<file path="config.mk">
export PLATFORM = sky130hd
export DESIGN_NAME = vga_timing_gen
export DESIGN_NICKNAME = d
export VERILOG_FILES = /design/src/rtl/vga_timing_gen.sv
export SDC_FILE = /design/constraint.sdc
export NUM_CORES = 1
export LEC_CHECK = 0
export BUFFER_PORTS_ARGS = -buffer_cell sky130_fd_sc_hd__buf_2
export CAP_MARGIN = 10
export CELL_PAD_IN_SITES_DETAIL_PLACEMENT = 0
export CELL_PAD_IN_SITES_GLOBAL_PLACEMENT = 1
export CORE_AREA = 8 8 112 114
export DETAILED_ROUTE_END_ITERATION = 8
export DIE_AREA = 0 0 120 122
export PLACE_DENSITY_LB_ADDON = 0.1
export SETUP_SLACK_MARGIN = 0.2
export SYNTH_ARGS = -nofsm -noshare
export SYNTH_HDL_FRONTEND = slang
export SYNTH_SLANG_ARGS = --single-unit
</file>
<file path="constraint.sdc">
create_clock -name clk -period 5.5 [get_ports clk]
set_input_delay 0.55 -clock clk [delete_from_list [all_inputs] [get_ports clk]]
set_output_delay 0.55 -clock clk [all_outputs]
set_load 0.05 [all_outputs]
</file>
<file path="src/rtl/vga_timing_gen.sv">
// VGA timing generator: pixel/line/frame counters, sync and blanking decode,
// built-in test patterns, and a two-stage pixel-enable pipeline.
module vga_timing_gen #(
  parameter int H_ACTIVE = 640,
  parameter int H_FP     = 16,
  parameter int H_SYNC   = 96,
  parameter int H_BP     = 48,
  parameter int V_ACTIVE = 480,
  parameter int V_FP     = 10,
  parameter int V_SYNC   = 2,
  parameter int V_BP     = 33,
  parameter bit SYNC_POL = 1'b0,
  parameter int ADDR_W   = 10
) (
  input  logic              clk,
  input  logic              reset,
  input  logic              pix_en,
  input  logic [1:0]        mode,
  input  logic [23:0]       ext_data,
  output logic [ADDR_W-1:0] h_addr,
  output logic [ADDR_W-1:0] v_addr,
  output logic              hsync,
  output logic              vsync,
  output logic              valid,
  output logic [7:0]        vga_r,
  output logic [7:0]        vga_g,
  output logic [7:0]        vga_b,
  output logic              frame_start,
  output logic [7:0]        frame_cnt
);

  localparam int H_TOTAL  = H_ACTIVE + H_FP + H_SYNC + H_BP;
  localparam int V_TOTAL  = V_ACTIVE + V_FP + V_SYNC + V_BP;
  localparam int HW       = $clog2(H_TOTAL);
  localparam int VW       = $clog2(V_TOTAL);
  localparam int HS_START = H_ACTIVE + H_FP;
  localparam int HS_END   = HS_START + H_SYNC;
  localparam int VS_START = V_ACTIVE + V_FP;
  localparam int VS_END   = VS_START + V_SYNC;
  localparam int BAR_W    = H_ACTIVE / 8;

  typedef enum logic [1:0] {
    MODE_EXT  = 2'd0,
    MODE_BARS = 2'd1,
    MODE_GRAD = 2'd2,
    MODE_BLUE = 2'd3
  } mode_e;

  logic [HW-1:0] h_cnt_q, h_cnt_d;
  logic [VW-1:0] v_cnt_q, v_cnt_d;
  logic [7:0]    frame_cnt_q, frame_cnt_d;
  mode_e         mode_q, mode_d, mode_eff;
  logic          frame_start_q, frame_start_d;

  logic          h_wrap, v_wrap, frame_top, active, hs_on, vs_on;
  logic [2:0]    bar_idx;
  logic [23:0]   bar_colour, pattern;

  logic          act1_q, hs1_q, vs1_q;
  mode_e         mode1_q;
  logic [23:0]   pat1_q;

  logic          valid_q, hsync_q, vsync_q;
  logic [23:0]   rgb_q, rgb_d;

  always_comb begin
    h_wrap    = (int'(h_cnt_q) == H_TOTAL - 1);
    v_wrap    = (int'(v_cnt_q) == V_TOTAL - 1);
    frame_top = (h_cnt_q == '0) && (v_cnt_q == '0);
    active    = (int'(h_cnt_q) < H_ACTIVE) && (int'(v_cnt_q) < V_ACTIVE);
    hs_on     = (int'(h_cnt_q) >= HS_START) && (int'(h_cnt_q) < HS_END);
    vs_on     = (int'(v_cnt_q) >= VS_START) && (int'(v_cnt_q) < VS_END);
    // The first pixel of a frame already uses the mode being latched with it
    mode_eff  = frame_top ? mode_e'(mode) : mode_q;
  end

  assign h_addr = active ? ADDR_W'(h_cnt_q) : '0;
  assign v_addr = active ? ADDR_W'(v_cnt_q) : '0;

  always_comb begin
    h_cnt_d       = h_cnt_q;
    v_cnt_d       = v_cnt_q;
    frame_cnt_d   = frame_cnt_q;
    mode_d        = mode_q;
    frame_start_d = 1'b0;
    if (pix_en) begin
      if (frame_top) begin
        mode_d = mode_e'(mode);
      end
      if (h_wrap) begin
        h_cnt_d = '0;
        if (v_wrap) begin
          v_cnt_d       = '0;
          frame_cnt_d   = frame_cnt_q + 8'd1;
          frame_start_d = 1'b1;
        end else begin
          v_cnt_d = v_cnt_q + VW'(1);
        end
      end else begin
        h_cnt_d = h_cnt_q + HW'(1);
      end
    end
  end

  always_ff @(posedge clk or posedge reset) begin
    if (reset) begin
      h_cnt_q       <= '0;
      v_cnt_q       <= '0;
      frame_cnt_q   <= '0;
      mode_q        <= MODE_EXT;
      frame_start_q <= 1'b0;
    end else begin
      h_cnt_q       <= h_cnt_d;
      v_cnt_q       <= v_cnt_d;
      frame_cnt_q   <= frame_cnt_d;
      mode_q        <= mode_d;
      frame_start_q <= frame_start_d;
    end
  end

  // Bar index by threshold compare; the last bar absorbs any remainder columns
  always_comb begin
    bar_idx = 3'd0;
    for (int k = 1; k < 8; k++) begin
      if (int'(h_cnt_q) >= k * BAR_W) begin
        bar_idx = 3'(k);
      end
    end
    case (bar_idx)
      3'd0:    bar_colour = 24'hFFFFFF;
      3'd1:    bar_colour = 24'hFFFF00;
      3'd2:    bar_colour = 24'h00FFFF;
      3'd3:    bar_colour = 24'h00FF00;
      3'd4:    bar_colour = 24'hFF00FF;
      3'd5:    bar_colour = 24'hFF0000;
      3'd6:    bar_colour = 24'h0000FF;
      default: bar_colour = 24'h000000;
    endcase
  end

  always_comb begin
    pattern = 24'h000000;
    case (mode_eff)
      MODE_BARS: pattern = bar_colour;
      MODE_GRAD: pattern = {8'(h_cnt_q) + frame_cnt_q, 8'(v_cnt_q),
                            8'(h_cnt_q) ^ 8'(v_cnt_q)};
      MODE_BLUE: pattern = 24'h0000FF;
      default:   pattern = 24'h000000;
    endcase
  end

  // External pixels arrive one tick after their address, so the mux sits in stage 2
  always_comb begin
    rgb_d = 24'h000000;
    if (act1_q) begin
      rgb_d = (mode1_q == MODE_EXT) ? ext_data : pat1_q;
    end
  end

  always_ff @(posedge clk or posedge reset) begin
    if (reset) begin
      act1_q  <= 1'b0;
      hs1_q   <= 1'b0;
      vs1_q   <= 1'b0;
      mode1_q <= MODE_EXT;
      pat1_q  <= '0;
      valid_q <= 1'b0;
      hsync_q <= ~SYNC_POL;
      vsync_q <= ~SYNC_POL;
      rgb_q   <= '0;
    end else if (pix_en) begin
      act1_q  <= active;
      hs1_q   <= hs_on;
      vs1_q   <= vs_on;
      mode1_q <= mode_eff;
      pat1_q  <= pattern;
      valid_q <= act1_q;
      hsync_q <= hs1_q ? SYNC_POL : ~SYNC_POL;
      vsync_q <= vs1_q ? SYNC_POL : ~SYNC_POL;
      rgb_q   <= rgb_d;
    end
  end

  assign hsync       = hsync_q;
  assign vsync       = vsync_q;
  assign valid       = valid_q;
  assign vga_r       = rgb_q[23:16];
  assign vga_g       = rgb_q[15:8];
  assign vga_b       = rgb_q[7:0];
  assign frame_start = frame_start_q;
  assign frame_cnt   = frame_cnt_q;

endmodule

</file>
== Word level (Yosys, flattened, before mapping) ==
Index checks and enable logic that the tools add are counted.
Storage, ports and cells
  input port bits: 29
  bits in registers: 85
Cells by class
  equality and inequality tests: 11
  $lt $le $gt $ge: 13
  mux-type cells: 21
  add/subtract/negate cells: 4
  bitwise operators: 1
  reductions and logical operators: 10
Operators with widths (number)
  $pmux 24 s7: 1
  $pmux 24 s3: 1
  $mux 24: 2
  $ge 10x9->1 const B: 4
  $mux 10: 4
  $add 10x1->10 const B: 2
  $ge 10x10->1 const B: 2
  $ge 10x8->1 const B: 2
  $logic_not 10->1: 2
  $lt 10x10->1 const B: 2
  $lt 10x9->1 const B: 2
  $mux 3: 6
  $eq 10x10->1 const B: 1
  $eq 10x9->1 const B: 1
  $ge 10x7->1 const B: 1
  $eq 3x3->1 const B: 3
  $add 8x1->8 const B: 1
  $add 8x8->8: 1
  $xor 8x8->8: 1
  $eq 3x2->1 const B: 2
  $mux 1: 6
  $eq 2x2->1 const B: 2
  $logic_and 1x1->1: 4
  $eq 3x1->1 const B: 1
  other kinds (6): 6

== Longest topological paths before layout ==
Gate-level depths: netlist (run 1).
  depth after elaboration: 11
  gate-level depth with buffers: 9

== Worst setup path before layout (run 1) ==
OpenSTA, ideal clock, no wires.
  kind: register -> output
  start: register h_cnt_q[7]
  end: output h_addr[0]
  arrival time: 2.309 ns
  cell stages (with the launch flop): 4
  path slack: 2.641 ns
  path through: dfrtp_1 clkbuf_1 o21a_1 nor4_1
On the way
  longest elaborated chain between the ends: 3
Ends and longest elaborated chain
  from (decl): RTL line 49  | logic [HW-1:0] h_cnt_q, h_cnt_d;
  from (signal assigned): RTL line 113  | h_cnt_q <= h_cnt_d;
  $lt 10x10->1: RTL line 70  | active = (int'(h_cnt_q) < H_ACTIVE) && (int'(v_cnt_q) < V_ACTIVE);
  $logic_and 1x1->1: RTL line 70
  $mux 10: RTL line 77  | assign h_addr = active ? ADDR_W'(h_cnt_q) : '0;
  to (decl): RTL line 20  | output logic [ADDR_W-1:0] h_addr,
Every way passes these cells.

== Worst setup path after layout (run 1) ==
  start: register h_cnt_q[1]
  end: register pat1_q[13]
On the way
  longest elaborated chain between the ends: 11
Ends and longest elaborated chain
  $ge 10x7->1: RTL line 125  | if (int'(h_cnt_q) >= k * BAR_W) begin
  $mux 1: RTL line 125
  $mux 3 (6 in a row): RTL line 125
  $eq 3x3->1, or another cell as far along: RTL line 129  | case (bar_idx)
  $pmux 24 s7: RTL line 129
  $pmux 24 s3 *: RTL line 143  | case (mode_eff)
  to (signal assigned): RTL line 176  | pat1_q <= pattern;
  to (decl): RTL line 61  | logic [23:0] pat1_q;
Mark *: on every way between the ends. The rest lies on a longest branch, timed or not.
A chain may end at the register's enable or synchronous reset.

==> results.yml, run 1 <==
route:
  viasPerCell: 5.27
  num_vias: 3649
  met2_wirelength_mm: 5.21
  detail_route.wirelength_mm: 11.9
  detailed_route_drc_error_count: 0
  topRoutingLayerUsed: "met4"
  ant_nets: 0
  detailedRoute.firstPassIterationCount: 4
  routed_wire_length_per_instance_um: 17.1
  drt-met1-wl_mm: 5.70
  route.met3.wl_um: 762
  drt_iter0_drc: 218
synth:
  synth_edf_count: 0
  synth_async_sr_flop_share_pct: 100
  ys.warnings.count: 0
  mappedNetlistNets: 523
  synth_cell_type_count: 47
  syn_area_per_cell_um2: 9.48
  seq_area_frac_synth_pct: 46.7
  synth.cell_area_um2: 4560
  synth_cells: 481
  synth-main-ff-cell: "sky130_fd_sc_hd__dfrtp_1"
  flip_flop_and_latch_count_after_synthesis: 85
critical_path:
  setup.worst_path.start_class: "flop"
  crit_path_cell_trace: "inv_1, ha_1, or4b_1, nor3_4, mux2i_1, nand2_1, a21oi_1"
  critPathMaxStageDelay_ns: 0.95
  cp_num_buf_inv: 1
  path_delay_family: "simple AND/OR/NAND/NOR gates"
  critical-path-slowest-cell: "sky130_fd_sc_hd__mux2i_1"
  setup.worst_path.end: "pat1_q[13]"
  timing.reg2reg.worst_path_depth: 7
  crit_type: "reg2reg"
  critical_path_arrival_ns: 3.31
  crit-reg2reg-launch: "h_cnt_q[1]"
  timing.critical_path.depth: 7
  r2r_setup_slack_ns: 2.47
  worst_setup_path_end_kind: "flop"
  crit_fanout: 16
  cp.required_ns: 5.78
  critical_path.startpoint: "h_cnt_q[1]"
  timing.rr.end: "pat1_q[13]"
die:
  die-area_um2: 14600
  core_footprint_um2: 10700
  chipWidth_um: 120
  start_util_pct: 42.6
  std_cell_rows: 38
  design.portCount: 85
  die_h_um: 122
sta:
  unrepaired_setup_endpoints_after_global_routing: "no"
  clock.fmax_mhz: 330
  finalCritPeriodShare_pct: 55.1
  final.setup.tns_ns: 0
  final-hold-violation-count: 0
  timing.final.crit_period_ns: 3.03
  relSlewSlack_pct: 23.9
  skew_ns: 0.00617
  timing.final.ws_setup_ns: 2.47
  max_slew.worst_pin.slew_ns: 1.11
  setup_viol_count_final: 0
  drv_slew: 0
  fin_hold_ws_ns: 0.462
global_route:
  grt_max_degree: 86
  grt_remaining_overflow: 0
  first_global_vias: 3621
  grt_usage_pct: 16.5
  grt_pass1_wl_mm: 19.4
  antenna_found_initial: 0
finish:
  most_common_cell_after_layout_fill_and_taps_aside: "sky130_fd_sc_hd__buf_2"
  area_taken_by_multi_input_logic_gates_um2: 2170
  nets: 590
  layout-drive-gt1-share_pct: 21.2
  final-seq-area_um2: 2130
  commonest_non_fill_non_tap_cells_in_the_layout: "84 x sky130_fd_sc_hd__buf_2, 83 x sky130_fd_sc_hd__dfrtp_1, 44 x sky130_fd_sc_hd__nor2_1, 44 x sky130_fd_sc_hd__nand2_1, 34 x sky130_fd_sc_hd__inv_1"
  diodes: 0
  synthToLayoutAreaGrowth_pct: 14.7
  final_core_utilization_pct: 48.9
  fillerInstances: 1093
clock_network:
  clk_path_buf_depth: 2
  post-cts-setup-buffer-count: 0
  cts.reportedPaths.clkPinSlew_ns: 0.08
  cts_tree: "built"
  cts_htree_levels: 3
  cts_repair_resize_count: 0
  insertion_delay_of_the_later_clocked_pin_in_the_worst_skew_pair_ns: 0.36
  clk_sinks: 85
  holdBufCountCts: 0
  clk_root_buffer_cell: "sky130_fd_sc_hd__clkbuf_8"
  cts_inserted_buffers: 9
placement:
  port-buffer-count: 83
  globalplace.congestion: 0.813
  dp_slack_ns: 2.50
  dp_hpwl_mm: 8.29
power_and_ir_drop:
  fin_total_pwr_w: 0.00168
  power.ir.vdd_worst_mv: 0.252
  power.static_leakage_nw: 2.65
  pwr_density_nw_per_um2: 321
worst_hold_path:
  timing.hold.worst.class: "in2reg"
outcome:
  run_status: "finished, final reports clean"
run:
  drv.max_cap_violation_count: 0
## Yosys cell counts (2+ instances only)
master                      n  area (µm²)
sky130_fd_sc_hd__a211oi_1   2        15.0
sky130_fd_sc_hd__a21oi_1   19        95.1
sky130_fd_sc_hd__a311oi_1   8        70.1
sky130_fd_sc_hd__and2_1    13        81.3
sky130_fd_sc_hd__and3_1     4        25.0
sky130_fd_sc_hd__buf_2      7        35.0
sky130_fd_sc_hd__buf_4      2        15.0
sky130_fd_sc_hd__clkbuf_1  22        82.6
sky130_fd_sc_hd__dfrtp_1   83        2080
sky130_fd_sc_hd__dfstp_2    2        52.6
sky130_fd_sc_hd__ha_1      12         150
sky130_fd_sc_hd__inv_1     35         131
sky130_fd_sc_hd__mux2_2     6        67.6
sky130_fd_sc_hd__mux2i_1   28         280
sky130_fd_sc_hd__nand2_1   44         165
sky130_fd_sc_hd__nand2b_1   7        43.8
sky130_fd_sc_hd__nand3_1   20         100
sky130_fd_sc_hd__nand4_1    8        50.1
sky130_fd_sc_hd__nor2_1    45         169
sky130_fd_sc_hd__nor2b_1    3        18.8
sky130_fd_sc_hd__nor3_1     8        40.0
sky130_fd_sc_hd__nor4_1     8        50.1
sky130_fd_sc_hd__o211ai_1   3        22.5
sky130_fd_sc_hd__o21ai_0   13        65.1
sky130_fd_sc_hd__o22ai_1   24         150
sky130_fd_sc_hd__o41ai_1    2        17.5
sky130_fd_sc_hd__xnor2_1   16         140
sky130_fd_sc_hd__xor2_1    18         158
## sequential cells by signal, indices dropped and copies added (netlist names)
name	flops
pat1_q	24
vsync	1
vs1_q	1
frame_cnt	8
mode1_q	2
v_cnt_q	10
valid	1
rgb_q	24
h_cnt_q	10
hs1_q	1
hsync	1
act1_q	1
frame_start	1
## worst register-to-register path, cell delays in order (launching register included)
cell                      delay [ns]
sky130_fd_sc_hd__dfrtp_1        0.48
sky130_fd_sc_hd__inv_1          0.14
sky130_fd_sc_hd__ha_1           0.14
sky130_fd_sc_hd__or4b_1         0.48
sky130_fd_sc_hd__nor3_4         0.35
sky130_fd_sc_hd__mux2i_1        0.95
sky130_fd_sc_hd__nand2_1        0.23
sky130_fd_sc_hd__a21oi_1        0.19
## cells by family (layout without fill, tap and decap cells)
family	count (synthesis)	after routing	share of synthesized area, %
buffers and inverters	66	138	5.79
adders and majority gates	13	13	3.73
muxes	35	35	7.96
DFF	85	85	46.7
other	1	1	0.0823
and+or+nand+nor	167	167	18.0
AOI/OAI and AO/OA	80	80	11.2
xor gates and xnor gates	34	34	6.53
## how the worst min path moves through the flow
| stage | start | endpoint | slack [ns] | cells past startpoint |
|---|---|---|---|---|
| CTS | ext_data[9] | rgb_q[9] | 0.45 | 3 |
| floorplan | pat1_q[22] | pat1_q[22] | 0.47 | 2 |
| global route | ext_data[22] | rgb_q[22] | 0.46 | 3 |
| detailed placement | pat1_q[23] | pat1_q[23] | 0.49 | 2 |
| global placement | pat1_q[23] | pat1_q[23] | 0.49 | 2 |
| finish | ext_data[1] | rgb_q[1] | 0.46 | 3 |
## metal layers
layer,global-route usage (%),vias to the layer above
met5,0,-
met4,6.48,0
met3,3.93,13
met2,24.2,105
met1,22.9,1747
li1,-,1784
## power by group
part / switching, W / internal [W]
clock network: 0.000223 / 0.000189
registers: 0.000108 / 0.000682
logic: 0.000320 / 0.000157
total: 0.000652 / 0.00103
## stage by stage
step / cell area [µm²] / instances
after floorplan: 4560 / 481
after global placement: 5040 / 676
after detailed placement: 5040 / 676
after CTS: 5220 / 692
after global routing: 5230 / 693
final: 5230 / 693
## final cells by class
| type | instances | share of cell area [%] |
|---|---|---|
| Clock buffer | 13 | 3.04 |
| Sequential cell | 85 | 40.7 |
| Clock inverter | 3 | 0.383 |
| Timing Repair Buffer | 87 | 8.47 |
| Tap cell | 140 | 3.35 |
| Inverter | 35 | 2.54 |
| Multi-Input combinational cell | 330 | 41.5 |
Power figures use the tool's default switching activity.
==> run 2: changes to the inputs <==
CORE_AREA = 8 8 114 116   (was 8 8 112 114)
DIE_AREA = 0 0 122 124   (was 0 0 120 122)
clock period = 2.9 ns   (was 5.5 ns; I/O delays follow)
==> results.yml, run 2 (synthesis results as in run 1) <==
clock_network:
  post-cts-setup-buffer-count: 0
  clk_path_buf_depth: 2
  insertion_delay_of_the_later_clocked_pin_in_the_worst_skew_pair_ns: 0.34
  cts_inserted_buffers: 9
  cts_htree_levels: 3
  cts_tree: "built"
  clk_root_buffer_cell: "sky130_fd_sc_hd__clkbuf_16"
  clk_sinks: 85
  cts.reportedPaths.clkPinSlew_ns: 0.07
global_route:
  first_global_vias: 3732
  grt_max_degree: 58
  grt_pass1_wl_mm: 19.7
  antenna_found_initial: 0
  grt_usage_pct: 16.5
  grt_remaining_overflow: 0
route:
  num_vias: 3656
  drt_iter0_drc: 196
  detailedRoute.firstPassIterationCount: 4
  ant_nets: 0
  viasPerCell: 5.11
  detailed_route_drc_error_count: 0
  routed_wire_length_per_instance_um: 16.9
  detail_route.wirelength_mm: 12.1
critical_path:
  critical-path-slowest-cell: "sky130_fd_sc_hd__or4b_1"
  critPathMaxStageDelay_ns: 0.48
  critical_path_arrival_ns: 2.66
  crit_type: "reg2reg"
  r2r_setup_slack_ns: 0.43
  crit_path_cell_trace: "inv_1, ha_1, or4b_1, nor3_4, mux2_4, nor4b_2, buf_4, a311oi_1"
  worst_setup_path_end_kind: "flop"
  timing.reg2reg.worst_path_depth: 8
  crit-reg2reg-launch: "h_cnt_q[1]"
  cp.required_ns: 3.09
  setup.worst_path.start_class: "flop"
  crit_fanout: 8
  timing.rr.end: "pat1_q[7]"
placement:
  globalplace.congestion: 0.828
  detailed_place.area_um2: 5210
  dp_hpwl_mm: 8.92
  port-buffer-count: 83
  number_of_instances_in_the_placed_design: 699
sta:
  skew_ns: 0.00895
  setup_viol_count_final: 0
  finalCritPeriodShare_pct: 85.1
  clock.fmax_mhz: 405
  final-hold-violation-count: 0
  max_slew.worst_pin.slew_ns: 0.576
  final.setup.tns_ns: 0
  unrepaired_setup_endpoints_after_global_routing: "no"
  timing.final.crit_period_ns: 2.47
  drv_slew: 0
  relSlewSlack_pct: 60.6
outcome:
  run_status: "finished, final reports clean"
die:
  std_cell_rows: 39
  chipWidth_um: 122
  die-area_um2: 15100
  start_util_pct: 40.8
  core_footprint_um2: 11200
  design.portCount: 85
  die_h_um: 124
run:
  drv.max_cap_violation_count: 0
finish:
  finish.cell_count_without_fillers: 716
  final-seq-area_um2: 2130
  fillerInstances: 1072
  nets: 610
  largest_registers: "pat1_q (24), rgb_q (24)"
  synthToLayoutAreaGrowth_pct: 21.4
  layout-drive-gt1-share_pct: 24.3
  commonest_non_fill_non_tap_cells_in_the_layout: "83 x sky130_fd_sc_hd__dfrtp_1, 83 x sky130_fd_sc_hd__buf_2, 44 x sky130_fd_sc_hd__nor2_1, 44 x sky130_fd_sc_hd__nand2_1, 34 x sky130_fd_sc_hd__inv_1"
  area_taken_by_multi_input_logic_gates_um2: 2170
  fin_area_um2: 5530
  diodes: 0
power_and_ir_drop:
  pwr_density_nw_per_um2: 660
  power.static_leakage_nw: 2.82
  power.ir.vdd_worst_mv: 0.355
worst_hold_path:
  hold-path-endpoint: "rgb_q[3]"
  holdPathStages: 3
  worst_hold_startpoint: "ext_data[3]"
  timing.hold.worst.class: "in2reg"
run 2: cell count changes in the layout (fill, tap and decap cells not counted), sizes merged:
cell,before,now
clkinvlp,2,1
bufinv,0,1
inv,34,36
clkinv,2,3
clkbuf,13,10
dlygate4sd3,0,1
buf,87,106
run 2: cell type report:
| type | count | area share (%) |
|---|---|---|
| Tap cell | 143 | 3.23 |
| Clock buffer | 10 | 4.32 |
| Clock inverter | 6 | 1.24 |
| Multi-Input combinational cell | 330 | 39.3 |
| Sequential cell | 85 | 38.5 |
| Inverter | 35 | 2.40 |
| Timing Repair Buffer | 107 | 11.0 |
run 2: worst max path at each step:
| stage | startpoint | slack [ns] | endpoint | depth (start not counted) |
|---|---|---|---|---|
| 2_1_floorplan | h_cnt_q[7] | 0.30 | h_addr[0] | 3 |
| 3_3_place_gp | h_cnt_q[1] | 0.40 | pat1_q[6] | 8 |
| 4_1_cts | h_cnt_q[7] | 0.24 | v_addr[5] | 5 |
| 5_1_grt | h_cnt_q[7] | 0.24 | pat1_q[2] | 7 |
| 3_5_place_dp | h_cnt_q[1] | 0.35 | pat1_q[2] | 8 |
| 6_report | h_cnt_q[1] | 0.43 | pat1_q[7] | 8 |
run 2: layer usage:
layer | GRT usage, % | routed length, µm | vias up | part of all wire, %
met3 | 2.99 | 554 | 19 | 4.6
li1 | - | - | 1835 | -
met4 | 7.79 | 291 | 0 | 2.4
met2 | 24.5 | 5360 | 78 | 44
met1 | 22.8 | 5870 | 1724 | 49
met5 | 0 | 0 | - | 0
run 2: where the power goes:
part	internal (W)	switching, W
clock network	0.000697	0.000490
logic	0.000347	0.000699
registers	0.00130	0.000124
run 2: worst max-delay path: cells and delay by family (launching register included):
family | cells | cell delay [ns]
flip-flops | 1 | 0.46
AO/OA/AOI/OAI | 1 | 0.05
adder cells (fa/ha/maj) | 1 | 0.14
buffers and inverters | 2 | 0.31
AND/OR/NAND/NOR | 3 | 1.01
multiplexers | 1 | 0.35
run 2: repair_timing:
item,CTS,global route
setup endpoints to repair,0,16
hold endpoints to repair,11,0
hold buffers,1,0
resized for setup,0,1
run 2: through the flow:
| stage | setup slack, ns | total power, W | utilization (%) | hold WS [ns] |
|---|---|---|---|---|
| 3_5_place_dp | 0.354 | 0.00249 | 46.6 | 0.355 |
| 2_1_floorplan | 0.301 | 0.00217 | - | 0.440 |
| 6_report | 0.431 | 0.00365 | 49.5 | 0.222 |
| 3_3_place_gp | 0.400 | 0.00248 | 46.6 | 0.344 |
| 5_1_grt | 0.245 | 0.00384 | 49.5 | 0.232 |
| 4_1_cts | 0.243 | 0.00368 | 49.5 | 0.213 |
==> run 3: changes to the inputs <==
CORE_AREA = 8 8 112 114   (was 8 8 114 116)
CTS_BUF_LIST = sky130_fd_sc_hd__clkbuf_8   (was default)
DIE_AREA = 0 0 120 122   (was 0 0 122 124)
SLEW_MARGIN = 25   (was default)
==> results.yml, run 3 (synthesis results as in run 1) <==
outcome:
  run_status: "finished, final reports clean"
power_and_ir_drop:
  pwr_density_nw_per_um2: 628
  power.ir.vdd_worst_mv: 0.426
  power.static_leakage_nw: 2.76
critical_path:
  critical_path_arrival_ns: 2.74
  timing.rr.end: "pat1_q[3]"
  crit_fanout: 8
  crit_path_cell_trace: "inv_1, ha_1, or4b_1, nor3_4, mux2_4, nor4b_2, buf_4, a311oi_1"
  crit_type: "reg2reg"
  setup.worst_path.start_class: "flop"
  critical-path-slowest-cell: "sky130_fd_sc_hd__or4b_1"
  crit-reg2reg-launch: "h_cnt_q[1]"
  cp.required_ns: 3.09
  critPathMaxStageDelay_ns: 0.48
  r2r_setup_slack_ns: 0.35
  worst_setup_path_end_kind: "flop"
  timing.reg2reg.worst_path_depth: 8
finish:
  fillerInstances: 1053
  diodes: 0
  synthToLayoutAreaGrowth_pct: 18.6
  commonest_non_fill_non_tap_cells_in_the_layout: "83 x sky130_fd_sc_hd__dfrtp_1, 83 x sky130_fd_sc_hd__buf_2, 44 x sky130_fd_sc_hd__nor2_1, 44 x sky130_fd_sc_hd__nand2_1, 35 x sky130_fd_sc_hd__inv_1"
  fin_area_um2: 5400
  layout-drive-gt1-share_pct: 23.6
  nets: 605
  largest_registers: "pat1_q (24), rgb_q (24)"
route:
  viasPerCell: 5.26
  drt_iter0_drc: 274
  detail_route.wirelength_mm: 12.0
  num_vias: 3726
  detailedRoute.firstPassIterationCount: 4
  detailed_route_drc_error_count: 0
  routed_wire_length_per_instance_um: 17.0
  ant_nets: 0
sta:
  final.setup.tns_ns: 0
  setup_viol_count_final: 0
  final-hold-violation-count: 0
  fin_hold_ws_ns: 0.0396
  timing.final.crit_period_ns: 2.55
  relSlewSlack_pct: 44.7
  timing.final.ws_setup_ns: 0.348
  skew_ns: 0.00770
  unrepaired_setup_endpoints_after_global_routing: "no"
  finalCritPeriodShare_pct: 88.0
  drv_slew: 0
  clock.fmax_mhz: 392
  max_slew.worst_pin.slew_ns: 0.830
placement:
  dp_hpwl_mm: 8.70
  globalplace.congestion: 0.850
  port-buffer-count: 83
  dp_slack_ns: 0.274
  detailed_place.area_um2: 5170
die:
  start_util_pct: 42.6
  core_footprint_um2: 10700
  design.portCount: 85
  die-area_um2: 14600
  die_h_um: 122
  chipWidth_um: 120
  std_cell_rows: 38
clock_network:
  cts.reportedPaths.clkPinSlew_ns: 0.09
  cts_htree_levels: 3
  clk_root_buffer_cell: "sky130_fd_sc_hd__clkbuf_8"
  clk_path_buf_depth: 2
  cts_tree: "built"
  post-cts-setup-buffer-count: 0
  cts_inserted_buffers: 9
  insertion_delay_of_the_later_clocked_pin_in_the_worst_skew_pair_ns: 0.36
  clk_sinks: 85
global_route:
  grt_max_degree: 80
  antenna_found_initial: 0
  grt_pass1_wl_mm: 20.1
  grt_remaining_overflow: 0
  grt_usage_pct: 17.0
  first_global_vias: 3735
worst_hold_path:
  timing.hold.worst.class: "in2async"
run:
  drv.max_cap_violation_count: 0
## run 3: changes by cell type in the layout (fill, tap and decap cells not counted)
| cell | previous run | this run |
|---|---|---|
| sky130_fd_sc_hd__dlygate4sd3_1 | 1 | 0 |
| sky130_fd_sc_hd__buf_4 | 22 | 18 |
| sky130_fd_sc_hd__clkbuf_8 | 1 | 10 |
| sky130_fd_sc_hd__inv_6 | 2 | 1 |
| sky130_fd_sc_hd__bufinv_16 | 1 | 2 |
| sky130_fd_sc_hd__clkinvlp_4 | 1 | 0 |
| sky130_fd_sc_hd__clkbuf_16 | 9 | 0 |
| sky130_fd_sc_hd__inv_1 | 34 | 35 |
## run 3: power by group
group          leakage [nW]  internal (W)  switching, W
combinational          1.57      0.000336      0.000664
clock                 0.118      0.000509      0.000436
sequential             1.08       0.00129      0.000154
total                  2.76       0.00214       0.00125
## run 3: layout make-up
| type | instances | area [µm²] | area share [%] |
|---|---|---|---|
| Clock buffer | 10 | 138 | 2.55 |
| Sequential cell | 85 | 2130 | 39.4 |
| Clock inverter | 6 | 86.3 | 1.60 |
| Multi-Input combinational cell | 330 | 2170 | 40.2 |
| Timing Repair Buffer | 102 | 571 | 10.6 |
| Tap cell | 140 | 175 | 3.24 |
| Inverter | 35 | 133 | 2.45 |
## run 3: through the flow
step / power [W] / cells / utilization (%)
6_report: 0.00339 / 708 / 50.5
5_1_grt: 0.00358 / 708 / 50.5
4_1_cts: 0.00343 / 708 / 50.5
3_5_place_dp: 0.00247 / 692 / 48.4
3_3_place_gp: 0.00246 / 692 / 48.4
2_1_floorplan: 0.00217 / 481 / -
## run 3: how the worst max path moves through the flow
stage | start | endpoint | slack, ns
after CTS | h_cnt_q[1] | pat1_q[2] | 0.26
after global routing | h_cnt_q[1] | pat1_q[2] | 0.22
after detailed placement | h_cnt_q[1] | pat1_q[2] | 0.27
after floorplan | h_cnt_q[7] | h_addr[0] | 0.30
final | h_cnt_q[1] | pat1_q[3] | 0.35
after global placement | h_cnt_q[1] | pat1_q[2] | 0.38
## run 3: worst max-delay path, delay by kind of cell, from the launching register on
kind,cells,cell delay [ns]
AND/OR/NAND/NOR,3,1.03
flip-flops,1,0.47
multiplexers,1,0.36
buffers and inverters,2,0.33
adder cells (fa/ha/maj),1,0.14
AO/OA/AOI/OAI,1,0.06
## run 3: metal layers
layer | global-route usage, % | up-vias | wire (µm)
li1 | - | 1827 | -
met1 | 23.4 | 1798 | 5850
met2 | 26.1 | 88 | 5370
met3 | 3.47 | 13 | 625
met4 | 6.25 | 0 | 180
met5 | 0 | - | 0
## run 3: what timing repair did
item                       4_1_cts  5_1_grt
pin swaps                        0        1
setup endpoints to repair       13        8
resized for setup                1        0
hold buffers                     0        0
